**src/rtl/n64_audio_i2s_tx_if.sv**
```systemverilog
// Parallel sample handshake into the N64 audio I2S serializer.
// One {left,right} pair moves on VALID & READY.
interface n64_audio_i2s_tx_if;
  logic [15:0] PDATA_LEFT_i;
  logic [15:0] PDATA_RIGHT_i;
  logic        PDATA_VALID_i;
  logic        PDATA_READY_o;

  // Producer side: drives samples, observes the buffer-empty flag
  modport master (
    output PDATA_LEFT_i, PDATA_RIGHT_i, PDATA_VALID_i,
    input  PDATA_READY_o
  );

  // Serializer side
  modport slave (
    input  PDATA_LEFT_i, PDATA_RIGHT_i, PDATA_VALID_i,
    output PDATA_READY_o
  );
endinterface

```
**src/rtl/n64_audio_i2s_tx.sv**
```systemverilog
// N64 audio serial transmitter: 16-bit stereo, 32 SCLK per frame,
// I2S one-bit delay. Outputs change only on the MCLK edge that drives
// SCLK low, so a receiver sampling on SCLK rise sees stable data.
module n64_audio_i2s_tx #(
  parameter int SCLK_HALF_DIV = 4
) (
  input  logic                MCLK_i,
  input  logic                RST_i,
  input  logic                EN_i,
  n64_audio_i2s_tx_if.slave   s_pdata,
  output logic                SCLK_o,
  output logic                LRCLK_o,
  output logic                SDATA_o,
  output logic                UNDERRUN_o
);
  localparam int              DW     = $clog2(SCLK_HALF_DIV);
  localparam logic [DW-1:0]   DIV_TC = DW'(SCLK_HALF_DIV - 1);

  logic [15:0]   r_buf_l, r_buf_r;
  logic          r_full;
  logic [31:0]   r_shift;
  logic [DW-1:0] r_div;
  logic [4:0]    r_cnt;
  logic          r_sclk, r_lrclk, r_sdata, r_underrun;
  logic          r_run;   // frame in progress; low only while halted/idle

  logic          w_adv, w_tc, w_fall, w_wrap, w_boundary, w_halt, w_take;
  logic [4:0]    w_cnt_nxt, w_idx;

  // Idle serializer is kicked off directly by EN_i so the first SCLK rise
  // lands SCLK_HALF_DIV edges after enable, same as after reset.
  assign w_adv      = r_run | EN_i;
  assign w_tc       = w_adv && (r_div == DIV_TC);
  assign w_fall     = w_tc && r_sclk;
  assign w_wrap     = w_fall && (r_cnt == 5'd31);
  assign w_boundary = w_wrap && EN_i;
  assign w_halt     = w_wrap && !EN_i;
  assign w_take     = s_pdata.PDATA_VALID_i && !r_full;
  assign w_cnt_nxt  = r_cnt + 5'd1;
  // Frame word bit for slot n is [32-n], i.e. -n modulo 32
  assign w_idx      = 5'd0 - w_cnt_nxt;

  assign s_pdata.PDATA_READY_o = ~r_full;
  assign SCLK_o     = r_sclk;
  assign LRCLK_o    = r_lrclk;
  assign SDATA_o    = r_sdata;
  assign UNDERRUN_o = r_underrun;

  // One-entry holding buffer: fill on handshake, drain at frame load
  always_ff @(posedge MCLK_i or posedge RST_i) begin
    if (RST_i) begin
      r_full  <= 1'b0;
      r_buf_l <= '0;
      r_buf_r <= '0;
    end else if (w_take) begin
      r_full  <= 1'b1;
      r_buf_l <= s_pdata.PDATA_LEFT_i;
      r_buf_r <= s_pdata.PDATA_RIGHT_i;
    end else if (w_boundary && r_full) begin
      r_full  <= 1'b0;
    end
  end

  // Frame word: reload from buffer at the boundary, else repeat last frame
  always_ff @(posedge MCLK_i or posedge RST_i) begin
    if (RST_i)                       r_shift <= '0;
    else if (w_boundary && r_full)   r_shift <= {r_buf_l, r_buf_r};
  end

  // Half-period divider and SCLK toggle; run flag drops on halt
  always_ff @(posedge MCLK_i or posedge RST_i) begin
    if (RST_i) begin
      r_div  <= '0;
      r_sclk <= 1'b0;
      r_run  <= 1'b0;
    end else if (w_adv) begin
      r_run <= !w_halt;
      if (w_tc) begin
        r_div  <= '0;
        r_sclk <= ~r_sclk;
      end else begin
        r_div  <= r_div + DW'(1);
      end
    end
  end

  // Bit slot counter, word select and serial data on SCLK falling edge
  always_ff @(posedge MCLK_i or posedge RST_i) begin
    if (RST_i) begin
      r_cnt   <= 5'd31;
      r_lrclk <= 1'b0;
      r_sdata <= 1'b0;
    end else if (w_fall) begin
      if (w_halt) begin
        r_lrclk <= 1'b0;
        r_sdata <= 1'b0;
      end else begin
        r_cnt   <= w_cnt_nxt;
        r_lrclk <= ~w_cnt_nxt[4];
        // Slot 0 carries the previous frame's right LSB (pre-load value)
        r_sdata <= (w_cnt_nxt == 5'd0) ? r_shift[0] : r_shift[w_idx];
      end
    end
  end

  // Underrun flag, registered so it lands the cycle after the boundary
  always_ff @(posedge MCLK_i or posedge RST_i) begin
    if (RST_i) r_underrun <= 1'b0;
    else       r_underrun <= w_boundary && !r_full;
  end
endmodule
```
**src/flat_wrapper.sv**
```systemverilog
// flat-port wrapper written by rule: the top's interface ports become plain ports
module n64_audio_i2s_tx_flat 
#(
  parameter int SCLK_HALF_DIV = 4
)
  (MCLK_i, RST_i, EN_i, SCLK_o, LRCLK_o, SDATA_o, UNDERRUN_o, s_pdata_PDATA_LEFT_i, s_pdata_PDATA_RIGHT_i, s_pdata_PDATA_VALID_i, s_pdata_PDATA_READY_o);
  n64_audio_i2s_tx_if s_pdata_i ();
  input  logic MCLK_i;
  input  logic RST_i;
  input  logic EN_i;
  output logic SCLK_o;
  output logic LRCLK_o;
  output logic SDATA_o;
  output logic UNDERRUN_o;
  input wire logic [$bits(s_pdata_i.PDATA_LEFT_i)-1:0] s_pdata_PDATA_LEFT_i;
  input wire logic [$bits(s_pdata_i.PDATA_RIGHT_i)-1:0] s_pdata_PDATA_RIGHT_i;
  input wire logic [$bits(s_pdata_i.PDATA_VALID_i)-1:0] s_pdata_PDATA_VALID_i;
  output wire logic [$bits(s_pdata_i.PDATA_READY_o)-1:0] s_pdata_PDATA_READY_o;
  assign s_pdata_i.PDATA_LEFT_i = s_pdata_PDATA_LEFT_i;
  assign s_pdata_i.PDATA_RIGHT_i = s_pdata_PDATA_RIGHT_i;
  assign s_pdata_i.PDATA_VALID_i = s_pdata_PDATA_VALID_i;
  assign s_pdata_PDATA_READY_o = s_pdata_i.PDATA_READY_o;
  n64_audio_i2s_tx #(.SCLK_HALF_DIV(SCLK_HALF_DIV)) u_core (.MCLK_i(MCLK_i), .RST_i(RST_i), .EN_i(EN_i), .s_pdata(s_pdata_i), .SCLK_o(SCLK_o), .LRCLK_o(LRCLK_o), .SDATA_o(SDATA_o), .UNDERRUN_o(UNDERRUN_o));
endmodule
```
**config.mk**
```make
export PLATFORM = sky130hd
export DESIGN_NAME = n64_audio_i2s_tx_flat
export DESIGN_NICKNAME = d
export VERILOG_FILES = /design/src/rtl/n64_audio_i2s_tx_if.sv /design/src/rtl/n64_audio_i2s_tx.sv /design/src/flat_wrapper.sv
export SDC_FILE = /design/constraint.sdc
export NUM_CORES = 1
export LEC_CHECK = 0
export BUFFER_PORTS_ARGS = -buffer_cell sky130_fd_sc_hd__buf_2
export CORE_ASPECT_RATIO = 1.5
export CORE_MARGIN = 2
export CORE_UTILIZATION = 57
export DETAILED_ROUTE_END_ITERATION = 7
export PLACE_DENSITY_LB_ADDON = 0.3
export SYNTH_ARGS = -nofsm -noshare
export SYNTH_HDL_FRONTEND = slang
export SYNTH_SLANG_ARGS = --single-unit
```
**constraint.sdc**
```tcl
create_clock -name MCLK_i -period 2.6 [get_ports MCLK_i]
set_input_delay 0.39 -clock MCLK_i [delete_from_list [all_inputs] [get_ports MCLK_i]]
set_output_delay 0.39 -clock MCLK_i [all_outputs]
set_load 0.02 [all_outputs]
```
After elaboration in Yosys (flattened, before gate mapping)

Cells that the tools add are included.
W data, S select, Z words.

Bitwise gates (word level): 5
Divide/modulo/power cells: 0
Mux-type cells: 8
Reduce and logical (&&, ||, !) cells: 15
Magnitude comparators: 1
Equality and inequality tests: 2
$add $sub $neg: 3
Shift-type cells: 0
Multipliers: 0

Operators with widths:

| operator              | count |
|---|---|
| $logic_and A1 B1 Y1   | 8 |
| $lt A5 B6 Y1 const B  | 1 |
| $mux W1               | 6 |
| $add A5 B1 Y5 const B | 1 |
| $bmux W1 S5           | 1 |
| $eq A5 B5 Y1 const B  | 1 |
| $logic_not A5 Y1      | 1 |
| $sub A1 B5 Y5 const A | 1 |
| $not A1 Y1            | 4 |
| $reduce_and A2 Y1     | 2 |
| $logic_not A1 Y1      | 3 |
| $add A2 B1 Y2 const B | 1 |
| $eq A2 B2 Y1 const B  | 1 |
| $mux W2               | 1 |
| $reduce_bool A2 Y1    | 1 |
| $or A1 B1 Y1          | 1 |

Bits in registers: 77
Word-level logic and storage cells: 45
Output and inout bits: 5
Bits in writable memories: 0
Bits of input ports: 36
Bits in latches: 0
Memories: 0
ROM bits: 0

Depth between registers and ports, before layout

Gate-level depths: netlist of run 1.

Word-level depth: 8
Mapped depth: 9
Depth with buffers taken out: 9

Worst setup path after synthesis of run 1

No wires, ideal clock.

Path type: flip-flop to flip-flop
Start point: register u_core.r_cnt[1]
End point: register u_core.r_sdata, in the netlist u_core.SDATA_o
Slack: 0.305 ns
Required time: 2.480 ns
Cell stages (with the launch flop): 9
Buffers on the path: 1
Arrival: 2.175 ns
Period minus slack after synthesis: 2.295 ns
Library setup time: 0.120 ns
Path through: dfstp_2 > ha_1 > buf_4 > nor2_1 > a211oi_2 > o21ai_1 > o31a_2 > mux4_2 > o211a_1

Longest elaborated chain between the ends: 6
Elaborated cells between the ends (all ways): 10
Those cells by class: add/sub (2); eq/ne (1); mux (4); reduce/logical (3)

Ends and longest elaborated chain:

| item                          | line                    | source |
|---|---|---|
| from (decl)                   | n64_audio_i2s_tx.sv:23  | `logic [4:0] r_cnt;` |
| from (signal assigned)        | n64_audio_i2s_tx.sv:98  | `r_cnt <= w_cnt_nxt;` |
| $add A5 B1 Y5 *               | n64_audio_i2s_tx.sv:39  | `assign w_cnt_nxt = r_cnt + 5'd1;` |
| net u_core.w_cnt_nxt[1]       | n64_audio_i2s_tx.sv:28  | `logic [4:0] w_cnt_nxt, w_idx;` |
| $sub A1 B5 Y5                 | n64_audio_i2s_tx.sv:41  | `assign w_idx = 5'd0 - w_cnt_nxt;` |
| $bmux W1 S5                   | n64_audio_i2s_tx.sv:101 | `r_sdata <= (w_cnt_nxt == 5'd0) ? r_shift[0] : r_shift[w_idx];` |
| $mux W1 (not written as such) | n64_audio_i2s_tx.sv:101 |  |
| $mux W1 *                     | n64_audio_i2s_tx.sv:101 |  |
| $mux W1 *                     | n64_audio_i2s_tx.sv:94  | `if (w_halt) begin` |
| to (signal assigned)          | n64_audio_i2s_tx.sv:101 |  |
| to (decl)                     | n64_audio_i2s_tx.sv:24  | `logic r_sclk, r_lrclk, r_sdata, r_underrun;` |

The timed path passes the listed nets; every way through them passes the cells marked *. The select of a mux whose other input is x is not followed.
A chain may end at the register's enable or synchronous reset.

Final worst setup path of run 1

Ends and elaborated chain as after synthesis.

==> results of run 1 <==
flip-flops by register name (all words and copies together), names as in the netlist:
| signal | cells |
|---|---|
| u_core.r_shift | 32 |
| u_core.r_buf_l | 16 |
| u_core.r_buf_r | 16 |
| u_core.r_cnt | 5 |
| u_core.r_div | 2 |
| u_core.LRCLK_o | 1 |
| u_core.SCLK_o | 1 |
| u_core.SDATA_o | 1 |
| u_core.UNDERRUN_o | 1 |
| u_core.r_full | 1 |
| u_core.r_run | 1 |
cell usage in the layout (no fill, tap or decap), types with 2 or more instances in the layout:
cell type / count
sky130_fd_sc_hd__mux4_1: 8
sky130_fd_sc_hd__o21ai_0: 6
sky130_fd_sc_hd__dfstp_2: 5
sky130_fd_sc_hd__bufinv_16: 2
sky130_fd_sc_hd__clkbuf_8: 11
sky130_fd_sc_hd__dfrtp_1: 72
sky130_fd_sc_hd__inv_1: 6
sky130_fd_sc_hd__buf_4: 7
sky130_fd_sc_hd__buf_2: 40
sky130_fd_sc_hd__o21bai_1: 2
sky130_fd_sc_hd__xnor2_1: 5
sky130_fd_sc_hd__nor2_1: 2
sky130_fd_sc_hd__nand2_1: 10
sky130_fd_sc_hd__nand3_1: 2
sky130_fd_sc_hd__mux2_2: 65
sky130_fd_sc_hd__ha_1: 4
sky130_fd_sc_hd__nor3_1: 2
sky130_fd_sc_hd__clkinv_2: 2
sky130_fd_sc_hd__and3_1: 5
worst reg2reg max path, cell delays in order (launching register included):
cell	delay (ps)
sky130_fd_sc_hd__dfstp_2	580
sky130_fd_sc_hd__ha_1	280
sky130_fd_sc_hd__and4bb_1	300
sky130_fd_sc_hd__a211oi_2	60
sky130_fd_sc_hd__o21ai_1	170
sky130_fd_sc_hd__o31a_2	200
sky130_fd_sc_hd__mux4_2	490
sky130_fd_sc_hd__o211a_1	210
cells in the mapped netlist, types with 2 or more instances:
cell	n
sky130_fd_sc_hd__and3_1	5
sky130_fd_sc_hd__buf_1	3
sky130_fd_sc_hd__buf_4	2
sky130_fd_sc_hd__clkbuf_1	4
sky130_fd_sc_hd__dfrtp_1	72
sky130_fd_sc_hd__dfstp_2	5
sky130_fd_sc_hd__ha_1	4
sky130_fd_sc_hd__inv_1	7
sky130_fd_sc_hd__mux2_2	65
sky130_fd_sc_hd__mux4_1	8
sky130_fd_sc_hd__nand2_1	10
sky130_fd_sc_hd__nand3_1	2
sky130_fd_sc_hd__nor2_1	2
sky130_fd_sc_hd__nor2b_1	2
sky130_fd_sc_hd__nor3_1	2
sky130_fd_sc_hd__o21ai_0	6
sky130_fd_sc_hd__o21bai_1	2
sky130_fd_sc_hd__xnor2_1	5
area by class of cell:
type | instances | share of cell area, %
clock buffers | 12 | 4.01
clock inverters | 4 | 1.81
inverters | 7 | 0.680
multi-input cells | 128 | 34.4
flip-flops and latches | 77 | 50.0
well taps | 72 | 2.33
repair buffers | 48 | 6.80
kinds of logic (layout without fill, tap and decap cells):
family	Yosys count	in the layout	share of synthesized area, %
xor gates and xnor gates	5	5	1.31
and+or+nand+nor	28	28	4.46
buffers and inverters	17	71	2.36
DFF	77	77	57.9
adders and majority gates	4	4	1.50
AOI/OAI and AO/OA	17	17	3.56
muxes	74	74	28.9
power by group through the flow:
stage               registers, mW  clock network, mW  logic [mW]
finish                       1.45              0.990       0.699
global route                 1.47               1.07       0.783
CTS                          1.45               1.01       0.711
detailed placement           1.47                  0       0.707
global placement             1.46                  0       0.682
floorplan                    1.45                  0       0.553
worst max-delay path by stage:
stage                         start             end  cells after the start
finish              u_core.r_cnt[1]  u_core.SDATA_o                      7
global route        u_core.r_cnt[1]  u_core.SDATA_o                      7
CTS                 u_core.r_cnt[1]  u_core.SDATA_o                      7
detailed placement  u_core.r_cnt[1]  u_core.SDATA_o                      7
global placement    u_core.r_cnt[1]  u_core.SDATA_o                      7
floorplan                     RST_i  u_core.LRCLK_o                      1
stage by stage:
| step | hold slack (ps) | power, mW | util (%) | std cells | instance area, sq um |
|---|---|---|---|---|---|
| 2_1_floorplan | 463 | 2.00 | - | 222 | 3340 |
| 3_5_place_dp | 253 | 2.18 | 63.2 | 331 | 3630 |
| 6_report | 267 | 3.14 | 67.3 | 348 | 3870 |
| 3_3_place_gp | 251 | 2.15 | 63.2 | 331 | 3630 |
| 4_1_cts | 252 | 3.18 | 67.3 | 348 | 3870 |
| 5_1_grt | 255 | 3.33 | 67.3 | 348 | 3870 |
per-layer routing:
layer	vias up	global-route usage, %	part of all wire, %	routed length (microns)
met5	-	0	0	0
met1	981	23.7	42	2210
met3	12	6.03	3.7	198
met4	0	9.73	2.8	149
met2	38	30.8	52	2720
li1	903	-	-	-
what timing repair did:
| action | 4_1_cts | 5_1_grt |
|---|---|---|
| hold buffers | 1 | 0 |
| endpoints found under the hold margin | 2 | 0 |
| endpoints found under the setup margin | 0 | 0 |
==> results by stage, run 1 <==
Synthesis:
- The instance count of the mapped netlist is 222.
- In this run the cell area of the synthesized design comes to approximately 0.0033 sq mm.
- After synthesis, the largest area contributor takes up approximately 54% of total cell area.
- The average instance in the mapped netlist occupies roughly 15 sq um.
- The number of unique standard cell types used by synthesis is 34.
- Sequential cells were found to cover between 50 and 60% of the synthesized design area.
- The total of flip-flops plus latches after synthesis is slightly below 80.
- The number of nets in the synthesized netlist is 262.
- The number of warnings issued by yosys is 0.
- In the post-synthesis netlist, the biggest area contributors are sky130_fd_sc_hd__dfrtp_1 (54%), sky130_fd_sc_hd__mux2_2 (22%), sky130_fd_sc_hd__mux4_1 (6.3%), sky130_fd_sc_hd__dfstp_2 (3.9%), sky130_fd_sc_hd__ha_1 (1.5%).
- The number of enable flip-flop cells after synthesis is 0.
- Of all flip-flops after synthesis, the portion carrying an async set or reset was 100%.
- The largest area contributor in the netlist is sky130_fd_sc_hd__dfrtp_1.
- The most used flip-flop cell after synthesis is sky130_fd_sc_hd__dfrtp_1.

Floorplan:
- The initialized floorplan defines 34 standard-cell rows.
- The die covers ~0.0065 sq mm.
- For this configuration, the core starts out at a cell density of ~58%.
- The die boundary width is around 66 microns.
- The total core area is about 0.0057 sq mm.
- between 40 and 50 I/O pins were placed.
- The height of the die is between 90 and 100 microns.

STA:
- The worst slew margin relative to its limit is 65.7%.
- The final cycle utilization of the critical path is 91.6%.
- Setup repair after global routing left no endpoint under its margin.
- The total negative setup slack is 0 ps.
- For the pin with the worst max-slew slack, the measured transition is slightly above 500 ps.
- The worst path needs ~2400 ps of the cycle, external delays included.
- The setup slack of the critical path after layout is 217 ps.
- The number of hold violations in the final report was 0.
- Clock skew on the completed layout was measured at a little under 10 ps.
- The number of pins with negative max-slew slack in the final report came to 0.
- The total of endpoints with negative setup slack in the final report is 0.
- The maximum clock rate is between 0.4 and 0.5 GHz.

CTS:
- The number of sinks handled by clock tree synthesis is 77.
- Buffers added to address setup during post-CTS repair amount to 0.
- The register clock-pin slew on the reported worst setup and hold paths is 70 ps.
- The clock tree from TritonCTS is done.
- In this run the deepest clock path goes through 2 buffers.
- In this run, CTS created clock tree buffers numbering 9.
- CTS placed an instance of sky130_fd_sc_hd__clkbuf_8 at the clock tree root.
- The insertion delay to the later sink of the worst-skew pair is approximately 340 ps.
- The number of H-tree levels is 3.
- The post-cts sizing count is 0.

Setup path:
- The kind of capture point of the worst setup path is a flop.
- STA classifies the critical path startpoint as a flop.
- Walking the worst path, the cells encountered are ha_1 -> and4bb_1 -> a211oi_2 -> o21ai_1 -> o31a_2 -> mux4_2 -> o211a_1.
- The required arrival time at the worst endpoint is between 2000 and 3000 ps.
- The critical path arrival is 2610 ps.
- The path type of the worst setup path is flop to flop.
- The critical-path cell with the highest stage delay is sky130_fd_sc_hd__dfstp_2.
- In this run the register-to-register setup slack is around 220 ps.
- The largest incremental delay on the critical path is roughly 580 ps.
- The critical path contains buffers and inverters numbering 0 combined.
- In this run the worst path has a maximum fanout of 7.
- The terminus of the critical flop-to-flop path is u_core.SDATA_o.
- The startpoint of the worst register-to-register path is u_core.r_cnt[1].
- Grouping stages by cell kind, the critical path spends the most delay in compound AO/OA/AOI/OAI gates.
- The count of cells along the worst register-to-register path is 7.

Cells and area:
- The area used by sequential logic in the layout is roughly 0.0019 sq mm.
- The total inserted antenna cells is 0.
- The total area of multi-input combinational cells is about 0.0013 sq mm.
- The number of nets in the layout is between 300 and 400.
- The layout has 450 filler cells.
- Cells with a size suffix above 1 make up between 40% and 50% of the layout.
- The area overhead of the layout relative to synthesis is 15.8%.

Detailed routing:
- For this run, design rule violations remaining after detail routing come to 0.
- The detailed-routing iteration count for the pre-antenna-repair pass is 4.
- The detail-routed via count per cell is approximately 5.6.
- Dividing the detail-routed wire length by the instance count gives 15.2 microns.
- The number of DRC markers in iteration 0 is just over 80.
- The routed layout has approximately 1900 vias.
- The count of nets left with antenna violations once routing finished came out at 0.
- After detailed routing, the total wire length is about 5300 microns.

Placed design:
- The count of buffers added on input and output ports is 40.
- The placer's final routability congestion estimate is about 0.79.
- The setup slack after placement is about 230 ps.
- Once detailed placement completed, the half-perimeter wirelength came to about 3800 microns.

Power:
- Combinational logic is responsible for 22.3% of the overall power.
- For this design the ratio of total power to cell area is 812 mW/mm^2.
- Summed over all nets, the switching power comes to roughly 0.84 mW.
- The maximum vdd drop is between 0.5 and 0.6 mV.
- The switching part of the total is 26.7%.
- Summed over all cells, the static leakage comes to 1.97 nW.
- The register share of total power is approximately 46%.
- The share of total power in the clock network is 31.5%.
- The cell-internal power is between 2 and 2.5 mW.

Min path:
- The sink of the worst hold path is u_core.r_full.
- The start point of the worst min-delay path is s_pdata_PDATA_VALID_i.
- The worst hold path belongs to the class input pin to flop.
- Along the worst hold path, the cell count comes to 2.

Global route:
- The initial antenna violation count is 0.
- Global routing used 19.4% of the available tracks.
- Entering global routing, the biggest net connects 45 pins.
- The via count of the first global-routing pass came to around 2100.
- The first global-routing pass estimated between 9000 and 10000 microns of wire.
- The total overflow left after global routing is 0.

Outcome:
- The run finished with clean final reports.

Run:
- Across the run, the number of max-cap violations was 0.
Power figures use the tool's default switching activity.
==> run 2, diff against run 1 <==
CELL_PAD_IN_SITES_DETAIL_PLACEMENT = 1   (was not set)
CELL_PAD_IN_SITES_GLOBAL_PLACEMENT = 1   (was not set)
CORE_UTILIZATION = 48   (was 57)
SETUP_SLACK_MARGIN = 0.5   (was not set)
==> run 2 against run 1 <==
Global-route usage is 0.25 points lower. Flip-flop and latch count is the same. Setup slack better by 110 ps. Sequential power hardly changed. Clock skew rose by 5.4 ps. Critical endpoint unchanged. Highest routed layer unchanged.
==> results by stage, run 2 (synthesis gave the netlist of run 1 again) <==
Placed design:
- The total instance count after detailed placement is between 300 and 400.
- The setup slack after placement is 188 ps.
- During placement, the flow inserted port buffers numbering 40.
- The HPWL after detailed placement is between 4000 and 5000 microns.
- The placer's final routability congestion estimate is a little under 0.8.

Cells and area:
- The count of filler cells inserted in the layout is just under 700.
- The leading cell type in the layout, fill and taps excluded is sky130_fd_sc_hd__dfrtp_1.
- The area overhead of the layout relative to synthesis is 21.5%.
- Of the cells placed in the final design, the portion with a size suffix greater than 1 is 53.7%.
- 0 antenna diodes ended up in the layout.
- The register with the most flip-flops in the final layout is u_core.r_shift.
- At the end of the flow, the number of nets in the layout was 322.
- The flip-flop count of the largest register, all copies and words added is 32.
- In the final layout, the registers with the most flip-flops are u_core.r_shift x32, u_core.r_buf_l x16, u_core.r_buf_r x16.
- Excluding fillers, the count of instances in the completed layout stands at 365.
- In the layout the commonest cells are sky130_fd_sc_hd__dfrtp_1 (72), sky130_fd_sc_hd__mux2_2 (65), sky130_fd_sc_hd__buf_2 (40).

Floorplan:
- The area of the die is 0.00765 sq mm.
- For this design the top-level I/O count stands at about 40.
- In this run the horizontal extent of the chip is about 72 microns.
- Measured along the y axis, the die boundary spans around 110 microns.
- The total core area is 0.00681 sq mm.
- The floorplan row count is 37.
- Once the floorplan was initialized, standard cells occupied roughly half of the core.

STA:
- The setup slack of the critical path after layout is 331 ps.
- The number of pins with negative max-slew slack in the final report is 0.
- The number of hold violations in the final report came to 0.
- The total negative setup slack is 0 ps.
- Timing would allow up to between 0.4 and 0.5 GHz.
- For the finished layout, the period the worst path requires is 2270 ps.
- The total of endpoints with negative setup slack in the final report is 0.
- Final hold analysis gives a worst-case slack of 95.1 ps.
- Clock skew on the completed layout was measured at 15.3 ps.
- The worst slew margin relative to its limit is about three fifths.
- In the finished design, the share of the clock period the worst path needs comes to around 87%.
- At the pin with the least slew margin, the transition time is 610 ps.
- Setup repair after global routing could not meet its margin everywhere.

Global route:
- Entering global routing, the biggest net connects 36 pins.
- The via count of the first global-routing pass is around 2300.
- The total overflow left after global routing is 0.
- The initial antenna violation count came to 0.
- Global routing used 19.2% of the available tracks across all layers.
- The global-route wire length before repair is 11000 microns.

Min path:
- The path class of the tightest hold or removal check is input pin to async pin.

CTS:
- The total clock buffers created by CTS is 9.
- The tree built by TritonCTS fans out to between 70 and 80 sinks.
- The clock passes through at most 2 buffers.
- The insertion delay to the later sink of the worst-skew pair is 360 ps.
- The cell sitting at the root of the clock tree is a sky130_fd_sc_hd__clkbuf_8.
- The number of H-tree levels is 3.
- The clock tree from TritonCTS is done.
- Clock-pin slew was measured on the worst setup and hold paths at around 90 ps.

Setup path:
- Along the worst path, the maximum fanout reaches 6.
- On the worst path, the slowest cell contributes a delay of 570 ps.
- STA puts the critical path data required time at between 2000 and 3000 ps.
- STA classifies the critical path startpoint as a flop.
- The critical-path cell with the highest stage delay is sky130_fd_sc_hd__dfstp_2.
- The path type of the worst setup path is flop to flop.
- STA classifies the critical path endpoint as a flop.
- The critical path arrival is between 2000 and 3000 ps.
- Traced cell by cell, the critical path runs through ha_4 -> and4bb_1 -> a211oi_2 -> o31a_2 -> mux4_2 -> o211a_1.

Detailed routing:
- Dividing the detail-routed wire length by the instance count gives roughly 19 microns.
- The detailed-routing iteration count for the pre-antenna-repair pass is 4.
- The post-detailed-route DRC marker count is 0.
- The count of vias placed by the detailed router is approximately 2000.
- The detailed router finished its first iteration with 83 violations.
- Summed over all layers, the routed wires come to around 7000 microns.
- Once detail routing completed, the nets flagged for antenna violations numbered 0.
- The detail-routed via count per cell is around 5.5.

Run:
- The number of max-cap violations is 0.

Outcome:
- The run finished with clean final reports.

Power:
- Across the VDD grid, the largest voltage drop is 0.461 mV.
- The leakage component of the power is about 2 nW.
- For this design the ratio of total power to cell area is approximately 840 mW/mm^2.
- The overall power is roughly 3.4 mW.
run 2: worst max-delay path, delay by kind of cell (launching register included):
kind,cells,cell delay (ps)
AO/OA/AOI/OAI,3,720
multiplexers,1,490
flip-flops,1,570
adder cells (fa/ha/maj),1,160
AND/OR/NAND/NOR,1,220
run 2: final cells by class:
cell class                      instances  area (sq um)  area share [%]
Tap cell                               78          97.6            2.41
Inverter                                7          30.0           0.741
Clock buffer                           11           131            3.24
Sequential cell                        77          1930            47.7
Multi-Input combinational cell        128          1370            33.8
Timing Repair Buffer                   59           407            10.0
Clock inverter                          5          83.8            2.07
run 2: final timing paths:
path | slack (ps) | endpoint | start | cells past startpoint
setup / recovery | 330 | u_core.SDATA_o | u_core.r_cnt[0] | 6
hold / removal | 100 | u_core.r_buf_l[8] | RST_i | 2
setup reg to reg | 330 | u_core.SDATA_o | u_core.r_cnt[0] | 6
hold reg to reg | 500 | u_core.r_shift[30] | u_core.r_buf_l[14] | 1
max in group asynchronous | 1800 | u_core.r_cnt[4] | RST_i | 3
min in group MCLK_i | 240 | u_core.r_full | s_pdata_PDATA_VALID_i | 2
run 2: metal layers:
layer / vias up / wire, microns / global-route usage (%)
met5: - / 0 / 0
li1: 927 / - / -
met2: 39 / 3850 / 33.5
met4: 0 / 138 / 8.89
met3: 10 / 207 / 4.08
met1: 1041 / 2800 / 21.9
run 2: power by group:
part           switching, mW  internal [mW]  total (mW)
combinational          0.440          0.505       0.945
clock                  0.456          0.545        1.00
sequential             0.107           1.34        1.45
run 2: repair_timing:
action | 4_1_cts | 5_1_grt
pin swaps | 3 | 0
setup buffers | 6 | 5
cloned | 0 | 3
hold buffers | 0 | 0
gates resized for setup | 1 | 8
endpoints found under the setup margin | 33 | 33
run 2: through the flow:
step,area (sq um),util [%]
after floorplan,3370,-
after global placement,3660,53.8
after detailed placement,3660,53.8
after CTS,3920,57.7
after global routing,4060,59.6
final,4060,59.6
==> run 3, diff against run 2 <==
ABC_AREA = 1   (was not set)
CORE_UTILIZATION = 29   (was 48)
==> run 3 against run 2 <==
Area after synthesis is 5.5% higher. Maximum frequency up 11%. First-iteration DRC count is 11% higher. Die area grew 71%. Sequential power barely moved. Design area increased by 9.0%. Register-to-register slack better by 220 ps. Worst hold slack improved by 55 ps. Critical path type unchanged. Setup slack better by 220 ps.
==> results by stage, run 3 <==
Setup path:
- Counting both buffers and inverters, the worst setup path holds a total of 3.
- STA classifies the critical path startpoint as a flop.
- The cell family contributing the most delay on the critical path is simple AND/OR/NAND/NOR gates.
- STA puts the critical path data required time at 2860 ps.
- The critical path arrival is between 2000 and 2500 ps.
- Walking the worst path, the cells encountered are ha_4 -> nand2_1 -> nor2_1 -> ha_2 -> inv_1 -> nor2_2 -> nand2_2 -> nor2_4 -> buf_6 -> clkbuf_16 -> nand2_1 -> o21ai_0.
- The critical path in this run is classified as flop to flop.
- The cell occurring most often along the worst timing path is sky130_fd_sc_hd__nand2_1.
- Of all nets on the critical path, the largest fanout is 7.
- The critical-path cell with the highest stage delay is sky130_fd_sc_hd__dfstp_2.
- For this run, the slowest stage of the critical path takes between 500 and 600 ps.
- The worst setup path is captured at a flop.

CTS:
- The number of H-tree levels is 3.
- No sink is reached through more buffers than the 2 on the longest clock path.
- Clock tree synthesis found a total of 77 sinks.
- The clock tree root driver cell is sky130_fd_sc_hd__clkbuf_16.
- The register clock-pin slew on the reported worst setup and hold paths is roughly 60 ps.
- Counting the buffers created by CTS gives 9.
- Hold repair after CTS inserted 0 buffers.
- The insertion delay to the later sink of the worst-skew pair is approximately 340 ps.
- TritonCTS built the clock tree.

STA:
- After layout, the minimum clock period comes to 2050 ps.
- The maximum clock rate is between 0.4 and 0.5 GHz.
- The number of pins with negative max-slew slack in the final report is 0.
- The total of endpoints with negative setup slack in the final report is 0.
- The total negative setup slack is 0 ps.
- The worst slew margin relative to its limit is between 50 and 60%.
- For the pin with the worst max-slew slack, the measured transition is just under 700 ps.
- The clock arrives with slightly below 9 ps of skew.
- The number of hold violations in the final report was 0.
- Setup repair after global routing could not meet its margin everywhere.
- Dividing the final minimum period by the clock period gives 78.7%.

Floorplan:
- The height of the die is 139 microns.
- The starting density of the core is just under 30%.
- In this run the core area contains 49 standard-cell rows.
- The die boundary width is 94.0 microns.
- The region available for standard cell placement spans approximately 0.012 sq mm.
- During I/O placement, the number of pins put on the boundary was approximately 40.
- The area of the die is roughly 0.013 sq mm.

Detailed routing:
- Dividing the detail-routed wire length by the instance count gives between 10 and 15 microns.
- The detail-routed via count per cell is ~4.5.
- In this run the remaining antenna-violating nets after routing total 0.
- Wires add up to around 8300 microns.
- The count of vias placed by the detailed router is roughly 2700.
- The detailed router finished its first iteration with 92 violations.
- For this run, design rule violations remaining after detail routing come to 0.
- The detailed-routing iteration count for the pre-antenna-repair pass is 4.

Global route:
- The initial antenna violation count was 0.
- For this run, the total global-route usage over all layers was measured as ~14%.
- The via count of the first global-routing pass is between 2000 and 3000.
- The global-route wire length before repair is around 14000 microns.
- The maximum number of pins on one net before global-route repair is 50.
- For this run the aggregate overflow at the end of global routing stands at 0.

Placed design:
- The final HPWL from detailed placement is around 5500 microns.
- Buffers placed on the I/O ports in this run total 40.
- The instance area at placement is ~0.0039 sq mm.
- The congestion estimate from routability-driven global placement came to about 0.8.

Synthesis:
- The number of nets in the synthesized netlist is 422.
- By area the synthesized netlist is led by sky130_fd_sc_hd__dfrtp_1 (51%), sky130_fd_sc_hd__nand2_1 (14%), sky130_fd_sc_hd__mux2_2 (9.6%), sky130_fd_sc_hd__inv_1 (5.0%), sky130_fd_sc_hd__dfstp_2 (3.7%).
- The most used flip-flop cell after synthesis is sky130_fd_sc_hd__dfrtp_1.
- Summing every instance area after synthesis gives roughly 0.0035 sq mm.
- In the synthesized netlist, the cells that appear most often are sky130_fd_sc_hd__nand2_1 (133), sky130_fd_sc_hd__dfrtp_1 (72), sky130_fd_sc_hd__inv_1 (47), sky130_fd_sc_hd__mux2_2 (30), sky130_fd_sc_hd__o21ai_0 (25).
- The instance count of the mapped netlist is 382.
- For this run, the number of Yosys warnings is 0.
- Yosys mapped the design onto 22 distinct sky130hd cell types.
- The largest area contributor in the netlist is sky130_fd_sc_hd__dfrtp_1.
- The average instance in the mapped netlist occupies approximately 9 sq um.
- After synthesis, flip-flops and latches occupy 54.9% of the total area.
- The number of enable flip-flop cells after synthesis is 0.
- Among all cell types in the netlist, the one instantiated most often is sky130_fd_sc_hd__nand2_1.
- The async set or reset register ratio after synthesis is 100%.
- Summed over its instances, the top area cell type makes up around half of the synthesized netlist area.
- In this run, synthesis produced a sequential element count of 77.

Power:
- For this design the ratio of total power to cell area is about 850 mW/mm^2.
- Summed over all cells, the static leakage comes to ~2.3 nW.
- Across the VDD grid, the largest voltage drop is approximately 0.3 mV.

Cells and area:
- The finished cells cover roughly 0.0044 sq mm.
- Ranked by flip-flop count, first place goes to u_core.r_shift.
- The largest registers in the layout are u_core.r_shift x32, u_core.r_buf_l x16, u_core.r_buf_r x16.
- In the layout the commonest cells are sky130_fd_sc_hd__nand2_1 (132), sky130_fd_sc_hd__dfrtp_1 (72), sky130_fd_sc_hd__inv_1 (46).
- The total inserted antenna cells is 0.
- Of the cells placed in the final design, the portion with a size suffix greater than 1 is roughly 30%.
- In the final design database the tool counted roughly 480 nets.
- The count of filler cells inserted in the layout is 1428.
- Leaving out fill and tap cells, the most frequent cell in the layout is sky130_fd_sc_hd__nand2_1.
- The flip-flop count of the largest register, all copies and words added is 32.
- From synthesis to final layout, the design area changed by 25.6%.

Run:
- The number of max-cap violations is 0.

Min path:
- The type of the worst min-delay path is input pin to async pin.

Outcome:
- The run finished with clean final reports.
-- run 3: report_power, final --
part	internal [mW]	leakage (nW)	switching, mW
registers	1.35	0.873	0.0852
logic	0.416	1.29	0.672
clock network	0.743	0.141	0.488
total	2.51	2.30	1.25
-- run 3: repair_timing --
item,CTS,global route
pin swaps,1,6
gates resized for setup,5,9
cloned,1,2
setup buffers,5,6
setup endpoints to repair,30,34
-- run 3: logic make-up after synthesis --
family / count (synthesis) / synth area share [%]
and+or+nand+nor: 162 / 18.5
DFF: 77 / 54.9
buffers and inverters: 61 / 7.39
AOI/OAI and AO/OA: 46 / 7.71
muxes: 30 / 9.59
adders and majority gates: 4 / 1.42
xor gates and xnor gates: 2 / 0.498
-- run 3: per-layer routing --
layer,vias up,part of all wire (%),track usage [%]
met1,1341,43,16.5
met2,34,52,23.0
li1,1309,-,-
met3,11,3.0,3.48
met5,-,0,0
met4,0,1.9,5.95
-- run 3: path summary, 6_finish.rpt --
kind / cells after the start / slack, ps / startpoint / end
setup / recovery: 12 / 550 / u_core.r_cnt[1] / u_core.r_shift[31]
hold / removal: 2 / 150 / RST_i / u_core.r_run
setup reg to reg: 12 / 550 / u_core.r_cnt[1] / u_core.r_shift[31]
hold reg to reg: 1 / 470 / u_core.r_full / u_core.UNDERRUN_o
max in group asynchronous: 3 / 1780 / RST_i / u_core.r_buf_r[2]
min in group MCLK_i: 2 / 280 / s_pdata_PDATA_RIGHT_i[10] / u_core.r_buf_r[10]
-- run 3: layout make-up --
| cell class | instances | area [sq um] | area share, % |
|---|---|---|---|
| clock buffer | 12 | 236 | 5.35 |
| clock inverter | 4 | 48.8 | 1.10 |
| inverter | 48 | 184 | 4.16 |
| multi-input combinational | 244 | 1350 | 30.4 |
| sequential | 77 | 1930 | 43.7 |
| tap | 153 | 191 | 4.33 |
| timing repair buffer | 62 | 482 | 10.9 |
-- run 3: stage by stage --
stage	total power, mW	utilization, %	std cells	setup slack (ps)	hold WS [ps]
6_report	3.76	37.2	600	554	150
5_1_grt	4.01	37.2	600	471	182
4_1_cts	3.77	36.3	592	537	162
3_5_place_dp	2.46	33.1	570	427	448
3_3_place_gp	2.42	33.1	570	521	464
2_1_floorplan	2.12	-	382	772	403
-- run 3: worst reg2reg max path, stage by stage, from the launching register on --
cell and delay (ps):
sky130_fd_sc_hd__dfstp_2 560, sky130_fd_sc_hd__ha_4 150, sky130_fd_sc_hd__nand2_1 70, sky130_fd_sc_hd__nor2_1 130
sky130_fd_sc_hd__ha_2 190, sky130_fd_sc_hd__inv_1 50, sky130_fd_sc_hd__nor2_2 110, sky130_fd_sc_hd__nand2_2 90
sky130_fd_sc_hd__nor2_4 210, sky130_fd_sc_hd__buf_6 170, sky130_fd_sc_hd__clkbuf_16 140, sky130_fd_sc_hd__nand2_1 40
sky130_fd_sc_hd__o21ai_0 60
